`src/rtl/cgra_cfg_pkg.sv`:
```
// Shared CGRA configuration definitions: default select width, chain sizing helpers
// and the select word type used by context-switched routing cells.
package cgra_cfg_pkg;

  localparam int unsigned CGRA_SEL_WIDTH = 2;
  localparam int unsigned CGRA_CONTEXTS  = 4;

  // Smallest r with 2**r >= v (0 for v <= 1).
  function automatic int unsigned clog2(input int unsigned v);
    int unsigned r;
    int unsigned x;
    r = 0;
    x = 1;
    while (x < v) begin
      x = x << 1;
      r = r + 1;
    end
    return r;
  endfunction

  function automatic int unsigned chain_len(input int unsigned sel_width,
                                            input int unsigned contexts);
    return sel_width * contexts;
  endfunction

  function automatic int unsigned ctx_width(input int unsigned contexts);
    return (contexts <= 1) ? 1 : clog2(contexts);
  endfunction

  // Counter must reach CHAIN_LEN+1 so an over-long load is distinguishable.
  function automatic int unsigned cnt_width(input int unsigned len);
    return clog2(len + 2);
  endfunction

  localparam int unsigned CGRA_CHAIN_LEN = chain_len(CGRA_SEL_WIDTH, CGRA_CONTEXTS);

  typedef logic [CGRA_SEL_WIDTH-1:0] sel_word_t;

endpackage

```
`src/rtl/cfg_shift_chain.sv`:
```
// Shadow configuration shift register with a saturating count of bits shifted
// since the last clear; bits enter at the MSB and leave from bit 0.
module cfg_shift_chain
  import cgra_cfg_pkg::*;
#(
  parameter int unsigned CHAIN_LEN = CGRA_CHAIN_LEN,
  localparam int unsigned CNT_W = cnt_width(CHAIN_LEN)
) (
  input  logic                 clk,
  input  logic                 rst_n,
  input  logic                 en,
  input  logic                 clr,
  input  logic                 din,
  output logic                 dout,
  output logic [CHAIN_LEN-1:0] q,
  output logic [CNT_W-1:0]     cnt
);

  localparam logic [CNT_W-1:0] CNT_SAT = CNT_W'(CHAIN_LEN + 1);

  logic [CHAIN_LEN-1:0] q_next;

  // Right shift with din entering at the top; works down to a 1-bit chain.
  always_comb begin
    q_next = CHAIN_LEN'({din, q} >> 1);
  end

  // A clear coinciding with a shift leaves the count at 1: that bit belongs to the next load.
  always_ff @(posedge clk) begin
    if (!rst_n) begin
      q   <= '0;
      cnt <= '0;
    end else begin
      if (en) q <= q_next;
      if (clr) begin
        cnt <= CNT_W'(en);
      end else if (en && (cnt != CNT_SAT)) begin
        cnt <= cnt + CNT_W'(1);
      end
    end
  end

  assign dout = q[0];

endmodule

```
`src/rtl/mux_select_context_cell.sv`:
```
// Double-buffered select configuration for a routing mux: serial shadow load,
// atomic commit into the active bank, and a context counter stepping through words.
module mux_select_context_cell
  import cgra_cfg_pkg::*;
#(
  parameter int unsigned SEL_WIDTH = CGRA_SEL_WIDTH,
  parameter int unsigned CONTEXTS  = CGRA_CONTEXTS,
  localparam int unsigned CHAIN_LEN = chain_len(SEL_WIDTH, CONTEXTS),
  localparam int unsigned CTX_W     = ctx_width(CONTEXTS)
) (
  input  logic                 CGRA_Clock,
  input  logic                 CGRA_Reset_n,
  input  logic                 ConfigIn,
  output logic                 ConfigOut,
  input  logic                 config_enable,
  input  logic                 config_commit,
  input  logic                 run_enable,
  output logic [SEL_WIDTH-1:0] select,
  output logic [CTX_W-1:0]     context_idx,
  output logic                 config_valid,
  output logic                 config_error
);

  localparam int unsigned      CNT_W    = cnt_width(CHAIN_LEN);
  localparam logic [CNT_W-1:0] CNT_FULL = CNT_W'(CHAIN_LEN);
  localparam logic [CTX_W-1:0] CTX_LAST = CTX_W'(CONTEXTS - 1);

  logic [CHAIN_LEN-1:0] shadow;
  logic [CHAIN_LEN-1:0] active;
  logic [CNT_W-1:0]     bit_cnt;
  logic [CTX_W-1:0]     ctx;
  logic [CTX_W-1:0]     ctx_next;

  cfg_shift_chain #(
    .CHAIN_LEN (CHAIN_LEN)
  ) u_chain (
    .clk   (CGRA_Clock),
    .rst_n (CGRA_Reset_n),
    .en    (config_enable),
    .clr   (config_commit),
    .din   (ConfigIn),
    .dout  (ConfigOut),
    .q     (shadow),
    .cnt   (bit_cnt)
  );

  // Commit restarts the context sequence and takes priority over stepping.
  always_comb begin
    ctx_next = ctx;
    if (config_commit) begin
      ctx_next = '0;
    end else if (run_enable) begin
      ctx_next = (ctx == CTX_LAST) ? '0 : ctx + CTX_W'(1);
    end
  end

  always_ff @(posedge CGRA_Clock) begin
    if (!CGRA_Reset_n) begin
      active       <= '0;
      ctx          <= '0;
      config_valid <= 1'b0;
      config_error <= 1'b0;
    end else begin
      ctx <= ctx_next;
      if (config_commit) begin
        active       <= shadow;
        config_valid <= 1'b1;
        config_error <= (bit_cnt != CNT_FULL);
      end
    end
  end

  // Word selection decoded from registers only, so shifting cannot glitch the mux.
  always_comb begin
    select = '0;
    for (int unsigned i = 0; i < CONTEXTS; i++) begin
      if (ctx == CTX_W'(i)) select = active[i*SEL_WIDTH +: SEL_WIDTH];
    end
  end

  assign context_idx = ctx;

endmodule
```
`config.mk`:
```
export PLATFORM = sky130hd
export DESIGN_NAME = mux_select_context_cell
export DESIGN_NICKNAME = d
export VERILOG_FILES = /design/src/rtl/cgra_cfg_pkg.sv /design/src/rtl/cfg_shift_chain.sv /design/src/rtl/mux_select_context_cell.sv
export SDC_FILE = /design/constraint.sdc
export NUM_CORES = 1
export LEC_CHECK = 0
export ABC_AREA = 1
export CORE_ASPECT_RATIO = 1.2
export CORE_UTILIZATION = 53
export DETAILED_ROUTE_END_ITERATION = 7
export PLACE_DENSITY_LB_ADDON = 0.08
export RECOVER_POWER = 100
export SLEW_MARGIN = 20
export SYNTH_ARGS = -nofsm -noshare
export SYNTH_HDL_FRONTEND = slang
export SYNTH_SLANG_ARGS = --single-unit
export TNS_END_PERCENT = 1
```
`constraint.sdc`:
```
create_clock -name CGRA_Clock -period 1.1 [get_ports CGRA_Clock]
set_input_delay 0.165 -clock CGRA_Clock [delete_from_list [all_inputs] [get_ports CGRA_Clock]]
set_output_delay 0.165 -clock CGRA_Clock [all_outputs]
set_load 0.1 [all_outputs]
```
## Yosys cells after proc, flatten, opt, wreduce, memory -nomap -nowiden

Index checks and enable logic that the tools add are counted.

| storage, ports and cells | value |
|---|---|
| input port bits | 6 |
| output and inout port bits | 7 |
| word-level logic and storage cells | 26 |
| register bits after elaboration | 24 |

| cells by class | value |
|---|---|
| bitwise gates (word level) | 1 |
| equal/unequal tests | 5 |
| mux-type cells | 7 |
| reductions and logical operators | 4 |
| add/subtract/negate cells | 2 |

Operator list:

| cell | count |
|---|---|
| $mux 2 | 5 |
| $ne 4x4->1 const B | 2 |
| $add 4x1->4 const B | 1 |
| $eq 2x2->1 const B | 2 |
| $add 2x1->2 const B | 1 |
| $eq 2x1->1 const B | 1 |
| $logic_not 2->1 | 1 |
| $mux 1 | 2 |
| $reduce_bool 2->1 | 1 |
| $reduce_or 2->1 | 1 |
| $logic_and 1x1->1 | 1 |
| $not 1->1 | 1 |

## Logic depth before layout (Yosys ltp)

Gate-level depths: netlist of run 1.

| depth | value |
|---|---|
| depth after elaboration | 5 |
| depth in mapped cells | 7 |
| gate-level depth less buffers | 7 |

## By module

From an unflattened synthesis of run 1, not the netlist that was laid out.

| second synthesis, totals | value |
|---|---|
| cells, all modules | 145 |
| area total of the unflattened synthesis | 1,066.0 um^2 |

By module, submodules not included:

| module | sequential area each (um^2) | area each (um^2) | instances | cells each |
|---|---|---|---|---|
| mux_select_context_cell | 240.2 | 549.3 | 1 | 74 |
| cfg_shift_chain | 240.2 | 516.7 | 1 | 71 |

## Worst setup path after synthesis of run 1

No wires, ideal clock.

| timing | value |
|---|---|
| path type | reg-to-output |
| start point | register ctx[0], in the netlist context_idx[0] |
| end point | output select[0] |
| data arrival time | 3.043 ns |
| required time | 0.935 ns |
| stages on the path, launching flop included | 6 |
| path slack | -2.108 ns |
| cell sequence | dfxtp_1 > inv_1 > ha_1 > inv_1 > o211ai_1 > a21oi_1 |

| between the ends | value |
|---|---|
| word-level cells in the longest chain between the ends | 5 |
| elaborated cells on any way between the ends | 8 |

Ends and longest elaborated chain:

| what | RTL line | source |
|---|---|---|
| start, declared | mux_select_context_cell.sv:31 | `logic [CTX_W-1:0] ctx;` |
| start signal, assigned | mux_select_context_cell.sv:64 | `ctx <= ctx_next;` |
| $logic_not 2->1 | mux_select_context_cell.sv:77 | `if (ctx == CTX_W'(i)) select = active[i*SEL_WIDTH +: SEL_WIDTH];` |
| $mux 2 (3 in a row) | mux_select_context_cell.sv:77 |  |
| $mux 2 (*) | mux_select_context_cell.sv:77 |  |
| end, declared | mux_select_context_cell.sv:18 | `output logic [SEL_WIDTH-1:0] select,` |

Mark *: on every way between the ends. The rest lies on a longest branch, timed or not.

## Final worst setup path of run 1

| timing | value |
|---|---|
| start point | register ctx[1], in the netlist context_idx[1] |
| end point | output select[1] |

The elaborated chain is that of the path after synthesis.

==> results by stage, run 1 <==
Route:
- Before antenna repair, the detailed router went through 4 iterations.
- The post-detailed-route count of antenna-violating nets is 0.
- The highest layer touched by signal routing is met4.
- In the routed design, unresolved DRC markers number 0.
- In the routed layout, each cell is associated on average with a via count of 5.156.
- The sum of met3 wire segment lengths after detailed routing is 34 µm.
- The total via count after detailed routing is 959.
- The routed wire length per instance is between 10 and 15 µm.
- The final layout contains routed wiring with a total length of 2344 µm.
- After the first detailed-routing iteration, the DRC count stood at 11.
- After detailed routing, the met2 layer carries 1210 µm of wire.
- After detailed routing, the wire length on met1 is roughly 1000 µm.

STA:
- On the final layout, the worst clock skew is between 0.01 and 0.015 ns.
- The worst pin sits at a relative slew slack of 0.8000.
- The portion of the clock cycle consumed by the worst path in the final layout is 1.544.
- Hold is met by ~0.43 ns.
- The minimum setup slack in the final design is -0.5981 ns.
- Setup repair after global routing could not meet its margin everywhere.
- Timing would allow up to between 0.5 and 0.6 GHz.
- The slew of the pin with the lowest slew margin is 0.3000 ns.
- Summed over all failing endpoints, the final setup total negative slack is -1.370 ns.
- The final setup violation count is 4.
- The final count of hold timing violations came to 0.
- The clock period minus worst slack is between 1.5 and 2 ns.
- The number of slew-limit violations in the final report is 0.

Pwr:
- The share of power burned in registers is 0.484.
- The combinational power share is 0.234.
- For this design the ratio of total power to cell area is approximately 1300 nW/µm².
- Of the total power, the clock network draws 0.282.
- Of the total power, the share spent switching nets is 0.3038.
- Summed over all cells, the static leakage comes to about 0.65 nW.
- The internal power of the cells totals ~1.4 mW.
- The switching power of the nets is 0.6044 mW.
- VDD sags by at most 1102 µV.

Synth:
- The top cell type by total area after synthesis is dfxtp_1.
- The flip-flop cell with the highest count after synthesis is dfxtp_1.
- The number of flops mapped to enable cells by yosys is 0.
- The post-synthesis sequential area ratio is 0.4507.
- The share of Yosys cell area claimed by the top area cell type is 0.4507.
- Among all cell types in the netlist, the one instantiated most often is nor2_1.
- The post-synth design cell area is roughly 1100 µm².
- The distinct cell type count after synthesis is 22.
- The number of instances in the synthesized netlist is approximately 140.
- The async set or reset register ratio after synthesis is 0.
- The flop and latch count out of synthesis is 24.
- By count the netlist is led by nor2_1, dfxtp_1, o21ai_0.
- By area the synthesized netlist is led by dfxtp_1, nor2_1, o21ai_0.
- Dividing the synthesized area by the synthesized cell count gives roughly 7.6 µm².
- The number of nets in the synthesized netlist is roughly 150.
- Yosys printed 0 warnings.

Floorplanning:
- The area inside the core boundary is 1872 µm².
- For this configuration, the core starts out at a cell density of 0.5695.
- Measured along the y axis, the die boundary spans approximately 51 µm.
- The die outline area is between 2000 and 2500 µm².
- The die span in x is about 43 µm.
- The I/O pin count is 13.
- The initialized floorplan defines 17 standard-cell rows.

Clocking:
- After clock tree synthesis, the flow added hold-fix buffers numbering 0.
- The master cell of the clock root buffer is clkbuf_4.
- The clock net in this run drives a total of 24 sinks.
- The clock edge transition at the registers on the reported setup and hold paths is 0.14 ns.
- The number of buffers on the longest clock path is 2.
- The total number of H-tree levels is 1.
- The clock latency on the worst-skew pair is roughly 0.33 ns.
- The clock tree from TritonCTS is done.
- The CTS buffer count is 3.

Critical path:
- The kind of cell adding the most delay to the critical path is flip-flops.
- The required time at the endpoint of the critical path is ~0.94 ns.
- STA classifies the critical path endpoint as an output pin.
- The worst endpoint data arrival time is between 1.5 and 2 ns.
- The critical-path maximum fanout is 4.
- The critical path depth is 7.
- The kind of start point of the critical path is a flop.
- Traced cell by cell, the critical path runs through inv_4 -> ha_4 -> nand2_2 -> nand2_1 -> o211ai_1 -> a21oi_4 -> buf_12.
- On the critical path, the stage with the largest delay is an instance of dfxtp_4.
- On the worst path, the slowest cell contributes a delay of approximately 0.40 ns.
- The number of cells on the worst reg-to-reg path is 5.
- The worst setup path is of the reg2out kind.
- The critical path contains buffers and inverters numbering 2 combined.

Global route:
- The number of antenna violations at the first check in global routing is 0.
- Entering global routing, the biggest net connects 15 pins.
- The via count of the first global-routing pass is 980.
- Across every metal layer, demand over resource in global routing totals 0.2553.
- The first global-routing pass estimated roughly 4100 µm of wire.
- The total overflow left after global routing is 0.

Status:
- The checks that failed: setup timing.
- The flow ran to the end, but the final reports show violations.

Final layout:
- The flip-flop and latch area is around 500 µm².
- Compared with the post-synthesis result, the final layout area differs by 43.78%.
- In the final layout, the multi-input gates occupy between 500 and 600 µm².
- The layout has approximately 130 filler cells.
- Of the cells placed in the final design, the portion with a size suffix greater than 1 is 0.3293.
- The final cell utilization of the core is 0.8189.
- The layout net count is ~180.
- The number of antenna diodes in the final layout is 0.

Hold path:
- In this run the worst hold path is classified as in2reg.
- The worst hold path was traced through 2 stages.

Place:
- The count of buffers inserted at the top-level ports is 12.
- The global placer's final weighted congestion is between 0.7 and 0.8.
- The detailed-placement wirelength estimate is around 1700 µm.

Job:
- The total of max-cap violations is 0.
worst register-to-register path: stages, from the launching register on:
cell	delay, ns
dfxtp_2	0.35
buf_4	0.14
ha_1	0.18
xor2_1	0.16
nand2_2	0.07
a21oi_2	0.12
layout by cell type, fill, tap and decap left out, types with 5 or more instances in the layout:
master and instances:
dfxtp_1 17, nor2_1 41, o21ai_0 17, inv_1 5
nand2_1 8, inv_2 8, buf_12 8, buf_4 10
sequential cells by signal, indices dropped and copies added, names as in the netlist:
signal,flops
u_chain.q,8
config_valid,1
active,8
context_idx,2
config_error,1
u_chain.cnt,4
final timing paths:
check / start / end / slack, ns
worst max-delay path: context_idx[1] / select[1] / -0.60
worst min-delay path: run_enable / context_idx[0] / 0.43
worst max register to register: u_chain.cnt[1] / u_chain.cnt[2] / 0.02
worst min register to register: config_valid / config_valid / 0.50
cell families after synthesis:
logic type                 share of synthesized area
and+or+nand+nor                               0.2265
AOI/OAI and AO/OA                             0.1620
DFF                                           0.4507
buffers and inverters                        0.07041
adders and majority gates                    0.08216
xor gates and xnor gates                    0.008217
per-stage QoR:
stage,cell area (µm²),setup slack [ns],cells,power (mW)
final,1533,-0.5981,186,1.989
after detailed placement,1431,-0.2565,181,1.430
after floorplan,1126,-0.6171,141,1.248
after global routing,1533,-0.6607,186,2.071
after global placement,1431,-0.2383,181,1.420
after CTS,1506,-0.5961,186,1.982
metal layers:
metal	global-route usage	vias up
li1	-	509
met2	0.4520	10
met1	0.2949	436
met4	0.1212	0
met3	0.04240	4
met5	0	-
repair_timing:
action / CTS / global route
pin swaps: 6 / 2
buffers inserted: 1 / 0
hold endpoints to repair: 0 / 0
gates resized for setup: 6 / 12
setup endpoints to repair: 8 / 10
gates cloned: 0 / 0
area by class of cell:
type | instances | area share
Timing Repair Buffer | 26 | 0.1992
Clock buffer | 4 | 0.03102
Tap cell | 19 | 0.01551
Inverter | 15 | 0.04000
Sequential cell | 24 | 0.3241
Multi-Input combinational cell | 98 | 0.3902
power groups by stage:
stage | combinational, mW | sequential (mW) | clock (mW)
finish | 0.466 | 0.963 | 0.560
global route | 0.499 | 0.970 | 0.602
CTS | 0.461 | 0.961 | 0.560
detailed placement | 0.452 | 0.978 | 0
global placement | 0.444 | 0.976 | 0
floorplan | 0.206 | 1.04 | 0
Power figures use the tool's default switching activity.
==> run 2: changes to the inputs <==
GPL_ROUTABILITY_DRIVEN = 0   (was not set)
==> results of run 2 <==
No change in the layout: final DEF, timing and power equal those of run 1.
==> run 3: changes to the inputs <==
CELL_PAD_IN_SITES_DETAIL_PLACEMENT = 1   (was not set)
CELL_PAD_IN_SITES_GLOBAL_PLACEMENT = 1   (was not set)
CORE_UTILIZATION = 39   (was 53)
clock period = 1.81 ns   (was 1.1 ns; I/O delays follow)
==> results by stage, run 3 (synthesized netlist as in run 1, its figures left out) <==
Route:
- The number of design rule violations left after detail routing is 0 (unchanged).
- The routed wire length per instance is 12.74 µm (+1.1%).
- The number of design-rule violations left by the first detailed-router iteration is 16 (+5).
- The average via count per standard cell is 4.833 (-6.3%).
- The total via count after detailed routing was 928 (-3.2%).
- The total iterations of the first detailed-routing run came to 4 (unchanged).
- The post-detailed-route count of antenna-violating nets is 0 (unchanged).
- The final wirelength is 2446 µm (+4.4%).

Critical path:
- The worst endpoint data arrival time was 1.52 ns (about the same).
- The critical-path maximum fanout came to 5 (+1).
- The kind of start point of the critical path is a flop.
- STA classifies the critical path endpoint as an output pin.
- The setup path with the least slack is of type reg2out.
- The required time at the endpoint of the critical path was 1.54 ns (+0.60 ns).

Floorplanning:
- The height of the die is 59.27 µm (+16%).
- The die outline area is 2947 µm² (+34%).
- The initial cell density of the core is 0.4176 (-0.1519).
- The I/O pin count is 13 (unchanged).
- The area inside the core boundary came to 2552 µm² (+36%).
- The total number of placement rows was 20 (+3).
- The die span in x is 49.73 µm (+16%).

STA:
- The final worst clock skew came to 0.005587 ns (-0.005811 ns).
- Setup repair after global routing could not meet its margin everywhere.
- The slew of the pin with the lowest slew margin came to 0.5917 ns (+0.2917 ns).
- The portion of the clock cycle consumed by the worst path in the final layout is 0.9894.
- The number of slew-limit violations in the final report is 0 (unchanged).
- The highest attainable clock frequency is about 0.56 GHz.
- The final count of hold timing violations is 0 (unchanged).
- The worst slew slack as a fraction of its limit came to 0.6056 (-0.1944).
- The clock period minus worst slack is roughly 1.8 ns.
- The final setup violation count is 0 (-4).

Global route:
- The maximum number of pins on one net before global-route repair is 18 (+3).
- The via count of the first global-routing pass was 1003 (+2.3%).
- The global-route wire length before repair is 4374 µm (+5.7%).
- The global route total overflow was 0 (unchanged).
- The number of antenna violations at the first check in global routing came to 0 (unchanged).
- The overall fraction of global-route tracks in use was 0.2003 (-0.05499).

Pwr:
- The share of power burned in registers is 0.502 (+0.018).
- The overall power consumption is 1.156 mW (-42%).
- The share of total power consumed by net switching is 0.2994 (-0.004415).
- The reported leakage power is 0.5963 nW (-8.6%).
- The total power divided by cell area is 831.8 nW/µm² (-36%).
- The combinational power share is 0.216 (-0.018).
- The largest voltage drop on the vdd net is 605.3 µV (-45%).
- The switching power of the nets is 0.3462 mW (-43%).
- The internal power consumption is 0.8101 mW (-42%).
- The part of the total power dissipated in the clock network came to 0.282 (about the same).

Clocking:
- The total of hold buffers inserted after clock tree synthesis came to 0 (unchanged).
- The total number of H-tree levels is 1 (unchanged).
- The clock sink count is 24 (unchanged).
- The CTS buffer count came to 3 (unchanged).
- The clock edge transition at the registers on the reported setup and hold paths is 0.13 ns (about the same).
- The number of buffers on the longest clock path was 2 (unchanged).
- TritonCTS built the clock tree.
- The clock latency on the worst-skew pair is 0.31 ns (-0.02 ns).
- In this run the clock root is driven by a clkbuf_4.

Final layout:
- The area growth from synthesis to layout is 30.40%.
- The layout net count was 173 (-4.4%).
- The ratio of cells with drive above 1 in the final layout was 0.2075 (-0.1218).
- Leaving out fill and tap cells, the most frequent cell in the layout is nor2_1.
- In the final layout, the registers with the most flip-flops are active (8), u_chain.q (8), u_chain.cnt (4).
- The number of antenna cells inserted is 0 (unchanged).
- The final cell utilization of the core is 0.5446 (-0.2742).
- Leaving out fill and tap cells, the most frequent cells in the layout are nor2_1, dfxtp_1, o21ai_0.

Status:
- The run finished with clean final reports.

Hold path:
- The min-delay analysis places its worst path in the category reg2reg.

Place:
- The detailed-placement wirelength estimate is 1864 µm (+9.7%).
- The count of buffers inserted at the top-level ports came to 12 (unchanged).

Job:
- The total of max-cap violations is 0 (unchanged).
## run 3: power groups by stage
stage	Sequential, mW	Combinational (mW)	Clock [mW]
after global routing	0.586	0.270	0.360
after detailed placement	0.594	0.248	0
after global placement	0.592	0.242	0
final	0.581	0.249	0.326
after CTS	0.581	0.258	0.339
after floorplan	0.633	0.125	0
## run 3: layout make-up
class,instances,area [µm²]
Clock buffer,4,47.55
Fill cell,326,1162
Inverter,15,61.31
Multi-Input combinational cell,98,565.5
Sequential cell,24,488.0
Tap cell,33,41.29
Timing Repair Buffer,18,186.4
## run 3: per-layer routing
metal / share of wire / global-route usage / up-vias
met5: 0 / 0 / -
met4: 0.016 / 0.09388 / 0
met3: 0.016 / 0.02308 / 5
met2: 0.50 / 0.3610 / 11
met1: 0.46 / 0.2365 / 422
li1: - / - / 490
## run 3: timing repair
item,in CTS,in global routing
gates resized for setup,3,0
pin swaps,2,1
buffers inserted,3,0
endpoints found under the setup margin,2,2
cloned,0,0
## run 3: through the flow
stage / setup slack, ns / instances / setup TNS [ns] / instance area [µm²] / hold WS, ns
after global placement: 0.3418 / 185 / 0 / 1324 / 0.4383
after floorplan: -0.01362 / 141 / -0.01543 / 1126 / 0.3603
after detailed placement: 0.2902 / 185 / 0 / 1324 / 0.4678
after CTS: -0.01078 / 192 / -0.01078 / 1409 / 0.4994
after global routing: -0.05705 / 192 / -0.1017 / 1390 / 0.5307
final: 0.01924 / 192 / 0 / 1390 / 0.4944
## run 3: path summary, 6_finish.rpt
kind	start	end	slack (ns)	cells past startpoint
setup / recovery	context_idx[0]	select[0]	0.02	7
hold / removal	config_valid	config_valid	0.49	1
hold reg to reg	config_valid	config_valid	0.49	1
setup reg to reg	u_chain.cnt[1]	u_chain.cnt[2]	0.57	7
## run 3: worst max-delay path, cell delays in order (launching register included)
cell and delay, ns:
dfxtp_4 0.40, inv_4 0.08, ha_4 0.14, nand2_1 0.05, nand2_1 0.05, o211ai_1 0.13, a21oi_4 0.18, buf_12 0.19
